`config.mk`:
```
export PLATFORM = sky130hd
export DESIGN_NAME = calc_entry_seq_flat
export DESIGN_NICKNAME = d
export VERILOG_FILES = /design/src/rtl/calc_entry_seq_if.sv /design/src/rtl/calc_entry_seq.sv /design/src/flat_wrapper.sv
export SDC_FILE = /design/constraint.sdc
export NUM_CORES = 1
export LEC_CHECK = 0
export ABC_AREA = 1
export CORE_AREA = 2 2 89 69
export DETAILED_ROUTE_END_ITERATION = 10
export DIE_AREA = 0 0 91 71
export MAX_ROUTING_LAYER = met4
export PLACE_DENSITY = 0.85
export SYNTH_ARGS = -nofsm -noshare
export SYNTH_HDL_FRONTEND = slang
export SYNTH_SLANG_ARGS = --single-unit
```
`constraint.sdc`:
```
create_clock -name clk -period 1.95 [get_ports clk]
set_clock_uncertainty 0.15 [all_clocks]
set_input_delay 0.195 -clock clk [delete_from_list [all_inputs] [get_ports clk]]
set_output_delay 0.195 -clock clk [all_outputs]
set_load 0.05 [all_outputs]
```
`src/rtl/calc_entry_seq_if.sv`:
```
// Key-decoder / ALU / display bundle for the calculator entry sequencer.
// master = stimulus side (keys, ALU results); slave = the sequencer itself.
interface calc_entry_seq_if #(
  parameter int DIGITS = 4,
  parameter int OPW    = 2
);
  localparam int W = 4 * DIGITS;

  logic           key_valid;
  logic           is_num;
  logic           is_op;
  logic           is_eq;
  logic           is_clr;
  logic [3:0]     num_val;
  logic [OPW-1:0] op_val;
  logic [W-1:0]   alu_result;
  logic           alu_err;
  logic           alu_done;
  logic           alu_start;
  logic [W-1:0]   num1_bcd;
  logic [W-1:0]   num2_bcd;
  logic [OPW-1:0] operation;
  logic [2:0]     curr_state;
  logic           disp_sel;
  logic           error;

  modport master (
    output key_valid, is_num, is_op, is_eq, is_clr,
    output num_val, op_val,
    output alu_result, alu_err, alu_done,
    input  alu_start, num1_bcd, num2_bcd, operation,
    input  curr_state, disp_sel, error
  );

  modport slave (
    input  key_valid, is_num, is_op, is_eq, is_clr,
    input  num_val, op_val,
    input  alu_result, alu_err, alu_done,
    output alu_start, num1_bcd, num2_bcd, operation,
    output curr_state, disp_sel, error
  );
endinterface

```
`src/rtl/calc_entry_seq.sv`:
```
// Keypad entry sequencer N1 -> OP -> N2 -> CALC -> RES/ERR; packs BCD operands
// and runs the ALU start/done handshake. Ports: clk, rst (sync, high), bus (slave).
module calc_entry_seq #(
  parameter int DIGITS = 4,
  parameter int OPW    = 2
) (
  input logic              clk,
  input logic              rst,
  calc_entry_seq_if.slave  bus
);
  localparam int W  = 4 * DIGITS;
  localparam int CW = $clog2(DIGITS + 1);

  typedef enum logic [2:0] {
    S_N1   = 3'd0,
    S_OP   = 3'd1,
    S_N2   = 3'd2,
    S_CALC = 3'd3,
    S_RES  = 3'd4,
    S_ERR  = 3'd5
  } state_e;

  state_e         state_q, state_d;
  logic [W-1:0]   num1_q, num1_d;
  logic [W-1:0]   num2_q, num2_d;
  logic [OPW-1:0] op_q, op_d;
  logic [OPW-1:0] pend_q, pend_d;
  logic [CW-1:0]  cnt1_q, cnt1_d;
  logic [CW-1:0]  cnt2_q, cnt2_d;
  logic           chain_q, chain_d;
  logic           start_q, start_d;

  logic k_clr, k_eq, k_op, k_num;
  logic [W-1:0] dig;

  // clr > eq > op > num; non-BCD digits are dropped
  assign k_clr = bus.key_valid & bus.is_clr;
  assign k_eq  = bus.key_valid & bus.is_eq & ~bus.is_clr;
  assign k_op  = bus.key_valid & bus.is_op & ~bus.is_clr & ~bus.is_eq;
  assign k_num = bus.key_valid & bus.is_num & ~bus.is_clr
               & ~bus.is_eq & ~bus.is_op & (bus.num_val <= 4'd9);
  assign dig   = W'(bus.num_val);

  always_comb begin
    state_d = state_q;
    num1_d  = num1_q;
    num2_d  = num2_q;
    op_d    = op_q;
    pend_d  = pend_q;
    cnt1_d  = cnt1_q;
    cnt2_d  = cnt2_q;
    chain_d = chain_q;
    case (state_q)
      S_N1: begin
        if (k_op) begin
          op_d    = bus.op_val;
          state_d = S_OP;
        end else if (k_num && cnt1_q < CW'(DIGITS)) begin
          num1_d = (num1_q << 4) | dig;
          cnt1_d = cnt1_q + CW'(1);
        end
      end
      S_OP: begin
        if (k_op) begin
          op_d = bus.op_val;
        end else if (k_num) begin
          num2_d  = dig;
          cnt2_d  = CW'(1);
          state_d = S_N2;
        end
      end
      S_N2: begin
        if (k_eq) begin
          chain_d = 1'b0;
          state_d = S_CALC;
        end else if (k_op) begin
          pend_d  = bus.op_val;
          chain_d = 1'b1;
          state_d = S_CALC;
        end else if (k_num && cnt2_q < CW'(DIGITS)) begin
          num2_d = (num2_q << 4) | dig;
          cnt2_d = cnt2_q + CW'(1);
        end
      end
      S_CALC: begin
        if (bus.alu_done) begin
          if (bus.alu_err) begin
            state_d = S_ERR;
          end else begin
            num1_d = bus.alu_result;
            // result is not editable: block further digit appends
            cnt1_d = CW'(DIGITS);
            if (chain_q) begin
              op_d    = pend_q;
              num2_d  = '0;
              cnt2_d  = '0;
              state_d = S_OP;
            end else begin
              state_d = S_RES;
            end
          end
        end
      end
      S_RES: begin
        if (k_eq) begin
          chain_d = 1'b0;
          state_d = S_CALC;
        end else if (k_op) begin
          op_d    = bus.op_val;
          state_d = S_OP;
        end else if (k_num) begin
          num1_d  = dig;
          cnt1_d  = CW'(1);
          num2_d  = '0;
          op_d    = '0;
          state_d = S_N1;
        end
      end
      S_ERR: ;
      default: state_d = S_N1;
    endcase
    if (k_clr) begin
      state_d = S_N1;
      num1_d  = '0;
      num2_d  = '0;
      op_d    = '0;
      pend_d  = '0;
      cnt1_d  = '0;
      cnt2_d  = '0;
      chain_d = 1'b0;
    end
  end

  // pulse only on the edge into CALC
  assign start_d = (state_d == S_CALC) && (state_q != S_CALC);

  always_ff @(posedge clk) begin
    if (rst) begin
      state_q <= S_N1;
      num1_q  <= '0;
      num2_q  <= '0;
      op_q    <= '0;
      pend_q  <= '0;
      cnt1_q  <= '0;
      cnt2_q  <= '0;
      chain_q <= 1'b0;
      start_q <= 1'b0;
    end else begin
      state_q <= state_d;
      num1_q  <= num1_d;
      num2_q  <= num2_d;
      op_q    <= op_d;
      pend_q  <= pend_d;
      cnt1_q  <= cnt1_d;
      cnt2_q  <= cnt2_d;
      chain_q <= chain_d;
      start_q <= start_d;
    end
  end

  assign bus.alu_start  = start_q;
  assign bus.num1_bcd   = num1_q;
  assign bus.num2_bcd   = num2_q;
  assign bus.operation  = op_q;
  assign bus.curr_state = state_q;
  assign bus.disp_sel   = (state_q == S_N2);
  assign bus.error      = (state_q == S_ERR);
endmodule

```
`src/flat_wrapper.sv`:
```
// flat-port wrapper written by rule: the top's interface ports become plain ports
module calc_entry_seq_flat 
#(
  parameter int DIGITS = 4,
  parameter int OPW    = 2
)
  (clk, rst, bus_key_valid, bus_is_num, bus_is_op, bus_is_eq, bus_is_clr, bus_num_val, bus_op_val, bus_alu_result, bus_alu_err, bus_alu_done, bus_alu_start, bus_num1_bcd, bus_num2_bcd, bus_operation, bus_curr_state, bus_disp_sel, bus_error);
  calc_entry_seq_if #(.DIGITS(DIGITS), .OPW(OPW)) bus_i ();
  input logic clk;
  input logic rst;
  input wire logic [$bits(bus_i.key_valid)-1:0] bus_key_valid;
  input wire logic [$bits(bus_i.is_num)-1:0] bus_is_num;
  input wire logic [$bits(bus_i.is_op)-1:0] bus_is_op;
  input wire logic [$bits(bus_i.is_eq)-1:0] bus_is_eq;
  input wire logic [$bits(bus_i.is_clr)-1:0] bus_is_clr;
  input wire logic [$bits(bus_i.num_val)-1:0] bus_num_val;
  input wire logic [$bits(bus_i.op_val)-1:0] bus_op_val;
  input wire logic [$bits(bus_i.alu_result)-1:0] bus_alu_result;
  input wire logic [$bits(bus_i.alu_err)-1:0] bus_alu_err;
  input wire logic [$bits(bus_i.alu_done)-1:0] bus_alu_done;
  output wire logic [$bits(bus_i.alu_start)-1:0] bus_alu_start;
  output wire logic [$bits(bus_i.num1_bcd)-1:0] bus_num1_bcd;
  output wire logic [$bits(bus_i.num2_bcd)-1:0] bus_num2_bcd;
  output wire logic [$bits(bus_i.operation)-1:0] bus_operation;
  output wire logic [$bits(bus_i.curr_state)-1:0] bus_curr_state;
  output wire logic [$bits(bus_i.disp_sel)-1:0] bus_disp_sel;
  output wire logic [$bits(bus_i.error)-1:0] bus_error;
  assign bus_i.key_valid = bus_key_valid;
  assign bus_i.is_num = bus_is_num;
  assign bus_i.is_op = bus_is_op;
  assign bus_i.is_eq = bus_is_eq;
  assign bus_i.is_clr = bus_is_clr;
  assign bus_i.num_val = bus_num_val;
  assign bus_i.op_val = bus_op_val;
  assign bus_i.alu_result = bus_alu_result;
  assign bus_i.alu_err = bus_alu_err;
  assign bus_i.alu_done = bus_alu_done;
  assign bus_alu_start = bus_i.alu_start;
  assign bus_num1_bcd = bus_i.num1_bcd;
  assign bus_num2_bcd = bus_i.num2_bcd;
  assign bus_operation = bus_i.operation;
  assign bus_curr_state = bus_i.curr_state;
  assign bus_disp_sel = bus_i.disp_sel;
  assign bus_error = bus_i.error;
  calc_entry_seq #(.DIGITS(DIGITS), .OPW(OPW)) u_core (.clk(clk), .rst(rst), .bus(bus_i));
endmodule
```
==> results of run 1 <==
==> state kept, by name, summed over array words and instances (netlist names) <==
signal / count
u_core.bus.num1_bcd: 16
u_core.bus.num2_bcd: 16
u_core.bus.alu_start: 1
u_core.pend_q: 2
u_core.bus.operation: 2
u_core.cnt1_q: 3
u_core.cnt2_q: 3
u_core.bus.curr_state: 3
u_core.chain_q: 1
==> kinds of logic (layout without fill, tap and decap cells) <==
family	Yosys count	count (layout)	share of synthesized area (%)
adders and majority gates	2	2	0.958
and+or+nand+nor	281	281	46.2
DFF	47	47	36.0
AOI/OAI and AO/OA	35	35	8.52
xor gates and xnor gates	1	1	0.335
buffers and inverters	47	141	7.95
==> how the worst max path moves through the flow <==
| stage | to | slack, ns | start |
|---|---|---|---|
| after global placement | u_core.bus.num2_bcd[10] | -0.14 | bus_key_valid |
| after floorplan | u_core.bus.num2_bcd[11] | 0.003 | u_core.bus.curr_state[2] |
| after CTS | bus_num1_bcd[1] | 0.06 | u_core.bus.num1_bcd[1] |
| after detailed placement | u_core.bus.num2_bcd[12] | -0.17 | bus_key_valid |
| final | bus_num1_bcd[1] | 0.06 | u_core.bus.num1_bcd[1] |
| after global routing | u_core.bus.num1_bcd[9] | 0.01 | u_core.bus.curr_state[0] |
==> power groups by stage <==
stage	clock network, mW	logic (mW)	registers (mW)
after global placement	0	0.340	1.02
after detailed placement	0	0.347	1.02
after global routing	0.709	0.383	0.998
after CTS	0.669	0.349	0.995
after floorplan	0	0.133	1.07
final	0.662	0.349	0.996
==> cells in the mapped netlist <==
library cell / number
a21oi_1: 12
a31oi_1: 2
buf_1: 1
buf_2: 4
buf_6: 3
clkbuf_1: 5
clkinv_1: 1
clkinv_2: 1
dfxtp_1: 47
ha_1: 2
inv_1: 26
inv_2: 5
inv_4: 1
nand2_1: 134
nand2_2: 5
nand2_4: 2
nand3_1: 12
nand3_2: 1
nand3b_1: 17
nand4_1: 1
nor2_1: 100
nor2_2: 3
nor2_4: 3
nor3_1: 1
nor3b_1: 1
o211ai_1: 3
o21ai_0: 5
o21ai_1: 1
o21ai_4: 1
o21bai_1: 8
o221ai_1: 1
o22ai_1: 2
or2_2: 1
xor2_1: 1
==> routing by layer <==
metal | vias to the layer above | global-route usage (%) | routed length (um)
li1 | 1469 | - | -
met1 | 1301 | 29.8 | 3200
met2 | 85 | 39.9 | 3420
met3 | 10 | 5.01 | 419
met4 | 0 | 4.38 | 59
met5 | - | - | 0
==> area by class of cell <==
class                           instances  area [um^2]  share of cell area, %
Inverter                               34          131                   3.56
Multi-Input combinational cell        319         1470                   39.8
Clock buffer                            7         96.3                   2.61
Timing Repair Buffer                   99          943                   25.6
Clock inverter                          1         7.51                  0.203
Tap cell                               78         97.6                   2.64
Sequential cell                        47          945                   25.6
==> stage by stage <==
step                hold slack [ns]  cells  util [%]
floorplan                     0.117    413         -
global placement              0.292    577      63.5
detailed placement            0.303    577      63.5
CTS                           0.310    585      65.3
global route                  0.317    585      65.4
finish                        0.304    585      65.4
==> impl_metrics.ini, run 1 <==
[setup_path]
critPathLaunchType = flip-flop
cp_top_family = buffers and inverters
crit_slowest_cell = clkdlybuf4s50_1
path_cells = clkdlybuf4s50_1
reg2reg_slack_ns = 0.18
r2r-start = u_core.bus.curr_state[0]
critPathCaptureType = output pin
cp_slowest_stage_delay_ns = 0.84
path_buf_inv = 1
crit_required_ns = 1.60
cp_data_arrival_time_ns = 1.55
criticalPathCategory = reg2out
worstPathMaxFanout = 3
r2r_end = u_core.bus.num1_bcd[8]
r2r_cells = 10
path_depth = 1

[cells_and_area]
num-nets-final = 539
diodes = 0
fill_cells = 543
final_common_cell = nand2_1
area_growth_syn_to_layout_pct = 41.2
final_cell_mix = nand2_1 (133), nor2_1 (99), clkdlybuf4s50_1 (65), dfxtp_1 (44), buf_4 (31)
post-route-cell-area_um2 = 3690
drive_above_1_share_pct = 13.8

[floorplan]
num_rows = 24
chipWidth_um = 91
die_area_um2 = 6460
initial_utilization_pct = 46.3
die_y_um = 71
ios = 71
core-area_um2 = 5650

[pwr]
clkPwrFrac_pct = 33.0
comb_power_share_pct = 17.4
p_sw_mw = 0.547
pwr-share-seq_pct = 49.6
leakage_nw = 1.62
internal-power_mw = 1.46
p_per_area_nw_per_um2 = 544
p_total_mw = 2.01
p_sw_share_pct = 27.2
peakVddDrop_uv = 307

[global_route]
track_usage_pct = 23.7
grt_pass1_wl_um = 12200
grt_pass1_vias = 2753
antenna_found_initial = 0
grt_max_degree = 19
grt_overflow = 0

[routing]
drtIter0Drc = 117
dr_total_vias = 2865
wl_um = 7100
ant_nets = 0
detail_route.wl_per_cell_um = 12.1
drcViolationCount = 0
via_per_inst = 4.90
dr.pass1.iters = 4

[clock_tree]
cts_buffer_depth = 2
cts_hold_buf = 0
cts_tree = yes
cts.clk_slew.worst_paths_ns = 0.09
cts-buffers-inserted = 5
htree_levels = 2
clk_latency_ns = 0.30
clockRootBuffer = clkbuf_8
ctsResizeCount = 0
post_cts_buffers = 0
cts_sinks = 47

[sta]
fmax_mhz = 529
fin_ws_ns = 0.0584
worst_pin_slew_ns = 0.514
min_period_ns = 1.89
final_max_slew_viol_count = 0
slew_headroom_pct = 65.6
setup_violations = 0
rsz0062_at_grt = no
period_share_pct = 97.0
hold_violations = 0
setup_tns_ns = 0

[synthesis]
synthTopCellsByArea = dfxtp_1 (36%), nand2_1 (19%), nor2_1 (14%)
syn_area_um2 = 2610
seq_area_frac_synth_pct = 36.0
yosys_warnings = 0
synthCells = 413
ys_types = 34
synth_top_area_cell = dfxtp_1
syn_nets = 446
synth_top_area_share_pct = 36.0
synth-seq-cells = 47
synth_area_per_cell_um2 = 6.33

[flow_run]
drv_cap = 0

[worst_hold_path]
min_from = rst
hp-class = in2reg
whs_path_depth = 2
whs_endpoint = u_core.bus.alu_start

[placement]
port_buffers = 70
place_ws_ns = -0.168
place.gp.congestion = 0.960
place_area_um2 = 3580
place.detailed.hpwl_um = 5450

[outcome]
status = finished clean
Note: power is estimated with default switching activity, not from simulation.
==> inputs of run 2 (changes only) <==
--- a/config.mk
+++ b/config.mk
@@ -6,11 +6,12 @@
 export NUM_CORES = 1
 export LEC_CHECK = 0
 export ABC_AREA = 1
-export CORE_AREA = 2 2 89 69
+export CORE_AREA = 2 2 85 67
 export DETAILED_ROUTE_END_ITERATION = 10
-export DIE_AREA = 0 0 91 71
+export DIE_AREA = 0 0 87 69
+export GPL_TIMING_DRIVEN = 0
 export MAX_ROUTING_LAYER = met4
-export PLACE_DENSITY = 0.85
+export PLACE_DENSITY = 0.91
 export SYNTH_ARGS = -nofsm -noshare
 export SYNTH_HDL_FRONTEND = slang
 export SYNTH_SLANG_ARGS = --single-unit
==> constraint.sdc (replaced) <==
create_clock -name clk -period 2.4 [get_ports clk]
set_clock_uncertainty 0.15 [all_clocks]
set_input_delay 0.24 -clock clk [delete_from_list [all_inputs] [get_ports clk]]
set_output_delay 0.24 -clock clk [all_outputs]
set_load 0.05 [all_outputs]
==> impl_metrics.ini, run 2 (synthesis results as in run 1) <==
[clock_tree]
clockRootBuffer = clkbuf_8
cts_tree = yes
clk_latency_ns = 0.30
cts_buffer_depth = 2
cts.clk_slew.worst_paths_ns = 0.08
post_cts_buffers = 0
htree_levels = 2
cts_sinks = 47
cts-buffers-inserted = 5

[floorplan]
initial_utilization_pct = 50.7
die_y_um = 69
core-area_um2 = 5150
die_area_um2 = 6000
ios = 71
num_rows = 23
chipWidth_um = 87

[global_route]
track_usage_pct = 25.5
grt_overflow = 0
grt_max_degree = 14
grt_pass1_wl_um = 12000
antenna_found_initial = 0
grt_pass1_vias = 2718

[sta]
final_max_slew_viol_count = 0
min_period_ns = 2.07
fmax_mhz = 483
period_share_pct = 86.2
hold_violations = 0
worst_pin_slew_ns = 0.558
rsz0062_at_grt = no
slew_headroom_pct = 62.6
setup_violations = 0
setup_tns_ns = 0

[setup_path]
cp_slowest_stage_delay_ns = 0.87
criticalPathCategory = reg2out
critPathLaunchType = flip-flop
crit_required_ns = 2.01
critPathCaptureType = output pin
startpoint = u_core.bus.curr_state[1]
r2r_cells = 9
crit_slowest_cell = clkdlybuf4s50_1
cp_data_arrival_time_ns = 1.68
path_cells = clkdlybuf4s50_1
path_buf_inv = 1
cp_top_family = buffers and inverters
r2r_end = u_core.bus.num1_bcd[10]
reg2reg_slack_ns = 0.34
worstPathMaxFanout = 8
r2r-start = u_core.bus.curr_state[1]

[placement]
dp_cells = 545
place.gp.congestion = 0.896
place_area_um2 = 3390
place.detailed.hpwl_um = 5290
port_buffers = 70

[worst_hold_path]
whs_path_depth = 2
hp-class = reg2reg
min_from = u_core.pend_q[1]
whs_endpoint = u_core.pend_q[1]

[routing]
drtIter0Drc = 244
via_per_inst = 5.11
drcViolationCount = 0
detail_route.wl_per_cell_um = 12.7
dr.pass1.iters = 5
wl_um = 7040
ant_nets = 0
dr_total_vias = 2828

[cells_and_area]
diodes = 0
num-nets-final = 523
final_common_cell = nand2_1
final_cell_mix = nand2_1 (134), nor2_1 (100), clkdlybuf4s50_1 (68), dfxtp_1 (47), inv_1 (26)
layout.cells.non_filler = 553
multiInputGateArea_um2 = 1460
area_growth_syn_to_layout_pct = 33.1
drive_above_1_share_pct = 7.33
final-seq-area_um2 = 941
fill_cells = 457
post-route-cell-area_um2 = 3480

[outcome]
status = finished clean

[pwr]
peakVddDrop_uv = 275
p_per_area_nw_per_um2 = 445
leakage_nw = 1.52

[flow_run]
drv_cap = 0
[run 2: worst max path at each step]
stage,endpoint,slack (ns),cells past startpoint
global route,u_core.bus.num1_bcd[10],0.20,9
CTS,bus_error,0.02,5
global placement,u_core.bus.num2_bcd[11],0.1,11
finish,bus_curr_state[1],0.33,1
floorplan,u_core.bus.num2_bcd[0],0.26,8
detailed placement,u_core.bus.num1_bcd[9],0.08,9
[run 2: final cells by class]
class                           count  area share (%)
Sequential cell                    47            27.1
Multi-Input combinational cell    319            42.1
Clock buffer                        7            2.20
Timing Repair Buffer               70            20.3
Tap cell                           62            2.23
Inverter                           34            3.78
Buffer                             13            2.20
Clock inverter                      1           0.144
[run 2: stage by stage]
step | hold slack, ns | worst slack (ns) | utilization (%) | total power, mW
floorplan | 0.162 | 0.262 | - | 0.981
global placement | 0.294 | 0.0983 | 65.8 | 1.09
detailed placement | 0.305 | 0.0787 | 65.8 | 1.09
CTS | 0.318 | 0.0203 | 67.4 | 1.55
global route | 0.351 | 0.200 | 67.5 | 1.62
finish | 0.315 | 0.331 | 67.5 | 1.55
[run 2: power breakdown]
part	internal (mW)	switching, mW
sequential	0.795	0.0128
combinational	0.113	0.156
clock	0.205	0.266
[run 2: timing repair]
action,in CTS,in global routing
hold buffers,0,0
resized for setup,0,2
setup endpoints to repair,0,2
[run 2: routing by layer]
metal | wire length [um] | track usage (%) | vias to the layer above | part of all wire [%]
met5 | 0 | - | - | 0
met4 | 89 | 7.47 | 0 | 1.3
met3 | 481 | 6.59 | 13 | 6.8
met2 | 3250 | 40.9 | 102 | 46
met1 | 3220 | 31.6 | 1278 | 46
li1 | - | - | 1435 | -
==> inputs of run 3 (changes only) <==
--- a/config.mk
+++ b/config.mk
@@ -6,12 +6,14 @@
 export NUM_CORES = 1
 export LEC_CHECK = 0
 export ABC_AREA = 1
-export CORE_AREA = 2 2 85 67
+export CELL_PAD_IN_SITES_DETAIL_PLACEMENT = 1
+export CELL_PAD_IN_SITES_GLOBAL_PLACEMENT = 1
+export CORE_AREA = 2 2 103 80
 export DETAILED_ROUTE_END_ITERATION = 10
-export DIE_AREA = 0 0 87 69
+export DIE_AREA = 0 0 105 82
 export GPL_TIMING_DRIVEN = 0
 export MAX_ROUTING_LAYER = met4
-export PLACE_DENSITY = 0.91
+export PLACE_DENSITY = 0.9
 export SYNTH_ARGS = -nofsm -noshare
 export SYNTH_HDL_FRONTEND = slang
 export SYNTH_SLANG_ARGS = --single-unit
==> impl_metrics.ini, run 3 (synthesis results as in run 1) <==
[outcome]
status = finished clean

[flow_run]
drv_cap = 0

[sta]
setup_violations = 0
rsz0062_at_grt = no
worst_pin_slew_ns = 0.562
final_max_slew_viol_count = 0
period_share_pct = 92.5
fmax_mhz = 450
slew_headroom_pct = 62.4
min_period_ns = 2.22
hold_violations = 0

[floorplan]
num_rows = 28
chipWidth_um = 105
core-area_um2 = 7640
ios = 71
die_area_um2 = 8610
initial_utilization_pct = 34.2
die_y_um = 82

[pwr]
p_per_area_nw_per_um2 = 447
p_sw_mw = 0.443
leakage_nw = 1.50
p_sw_share_pct = 28.1
clkPwrFrac_pct = 31.5
internal-power_mw = 1.13
comb_power_share_pct = 17.2
peakVddDrop_uv = 242
pwr-share-seq_pct = 51.3

[clock_tree]
ctsResizeCount = 2
clk_latency_ns = 0.30
cts.clk_slew.worst_paths_ns = 0.09
cts_buffer_depth = 2
cts-buffers-inserted = 5
cts_tree = yes
post_cts_buffers = 0
clockRootBuffer = clkbuf_8
htree_levels = 2
cts_sinks = 47
cts_hold_buf = 0

[placement]
port_buffers = 70
place.detailed.hpwl_um = 6610
place.gp.congestion = 0.936
place_area_um2 = 3440
dp_cells = 588

[routing]
drcViolationCount = 0
dr.pass1.iters = 4
via_per_inst = 4.71
wl_met3_um = 296
wl_met2_um = 3900
ant_nets = 0
drtIter0Drc = 100
top_layer = met4
detail_route.wl_per_cell_um = 14.2
dr_total_vias = 2803
wl_um = 8470
drt-met1-wl_um = 4180

[global_route]
grt_pass1_wl_um = 14000
grt_max_degree = 14
antenna_found_initial = 0
grt_overflow = 0
track_usage_pct = 21.3
grt_pass1_vias = 2920

[setup_path]
critPathLaunchType = flip-flop
startpoint = u_core.bus.curr_state[0]
worstPathMaxFanout = 5
crit_required_ns = 2.01
r2r-start = u_core.bus.curr_state[2]
critPathCaptureType = output pin
cp_data_arrival_time_ns = 1.83
criticalPathCategory = reg2out

[cells_and_area]
final_common_cell = nand2_1
num-nets-final = 523
final-seq-area_um2 = 941
layout.cells.non_filler = 595
multiInputGateArea_um2 = 1460
drive_above_1_share_pct = 7.55
post-route-cell-area_um2 = 3530
fill_cells = 1059
diodes = 0
area_growth_syn_to_layout_pct = 35.1
final_cell_mix = nand2_1 (134), nor2_1 (100), clkdlybuf4s50_1 (68), dfxtp_1 (47), inv_1 (26)

[worst_hold_path]
min_from = u_core.pend_q[0]
hp-class = reg2reg
==> run 3: cell count changes in the layout (fill, tap and decap cells not counted), sizes merged <==
cell / previous run / this run
dlymetal6s2s: 2 / 0
dlygate4sd2: 0 / 2
clkbuf: 12 / 11
==> run 3: power groups by stage <==
stage | registers, mW | clock network [mW] | logic [mW]
final | 0.809 | 0.497 | 0.272
after global routing | 0.812 | 0.541 | 0.299
after CTS | 0.809 | 0.512 | 0.274
after detailed placement | 0.827 | 0 | 0.272
after global placement | 0.827 | 0 | 0.264
after floorplan | 0.873 | 0 | 0.108
==> run 3: final cells by class <==
class | instances | share of cell area (%)
well taps | 105 | 3.72
plain buffers | 13 | 2.16
clock inverters | 1 | 0.142
clock buffers | 6 | 2.34
flip-flops and latches | 47 | 26.7
inverters | 34 | 3.72
repair buffers | 70 | 19.8
multi-input cells | 319 | 41.5
==> run 3: layer usage <==
layer  track usage [%]  up-vias
li1                  -     1440
met1              26.6     1287
met2              36.5       66
met3              3.10       10
met4              6.00        0
met5                 -        -
==> run 3: critical path: stages, from the launching register on <==
cell,delay [ns]
dfxtp_1,0.47
inv_2,0.10
nor2_1,0.18
nand2_1,0.16
inv_1,0.08
dlygate4sd2_1,0.53
==> run 3: metrics by stage <==
stage	hold WS, ns	util [%]	setup TNS, ns	power, mW	worst slack [ns]
after detailed placement	0.305	45.1	-0.162	1.10	-0.0438
final	0.315	46.2	0	1.58	0.180
after floorplan	0.162	-	0	0.981	0.262
after global placement	0.292	45.1	0	1.09	0.0307
after global routing	0.339	46.2	0	1.65	0.0607
after CTS	0.318	46.2	0	1.60	0.171
==> run 3: worst paths after layout <==
path	end	slack (ns)	depth (start not counted)
max	bus_error	0.18	5
min	u_core.pend_q[0]	0.32	2
max reg2reg	u_core.cnt1_q[0]	0.30	10
min reg2reg	u_core.pend_q[0]	0.32	2
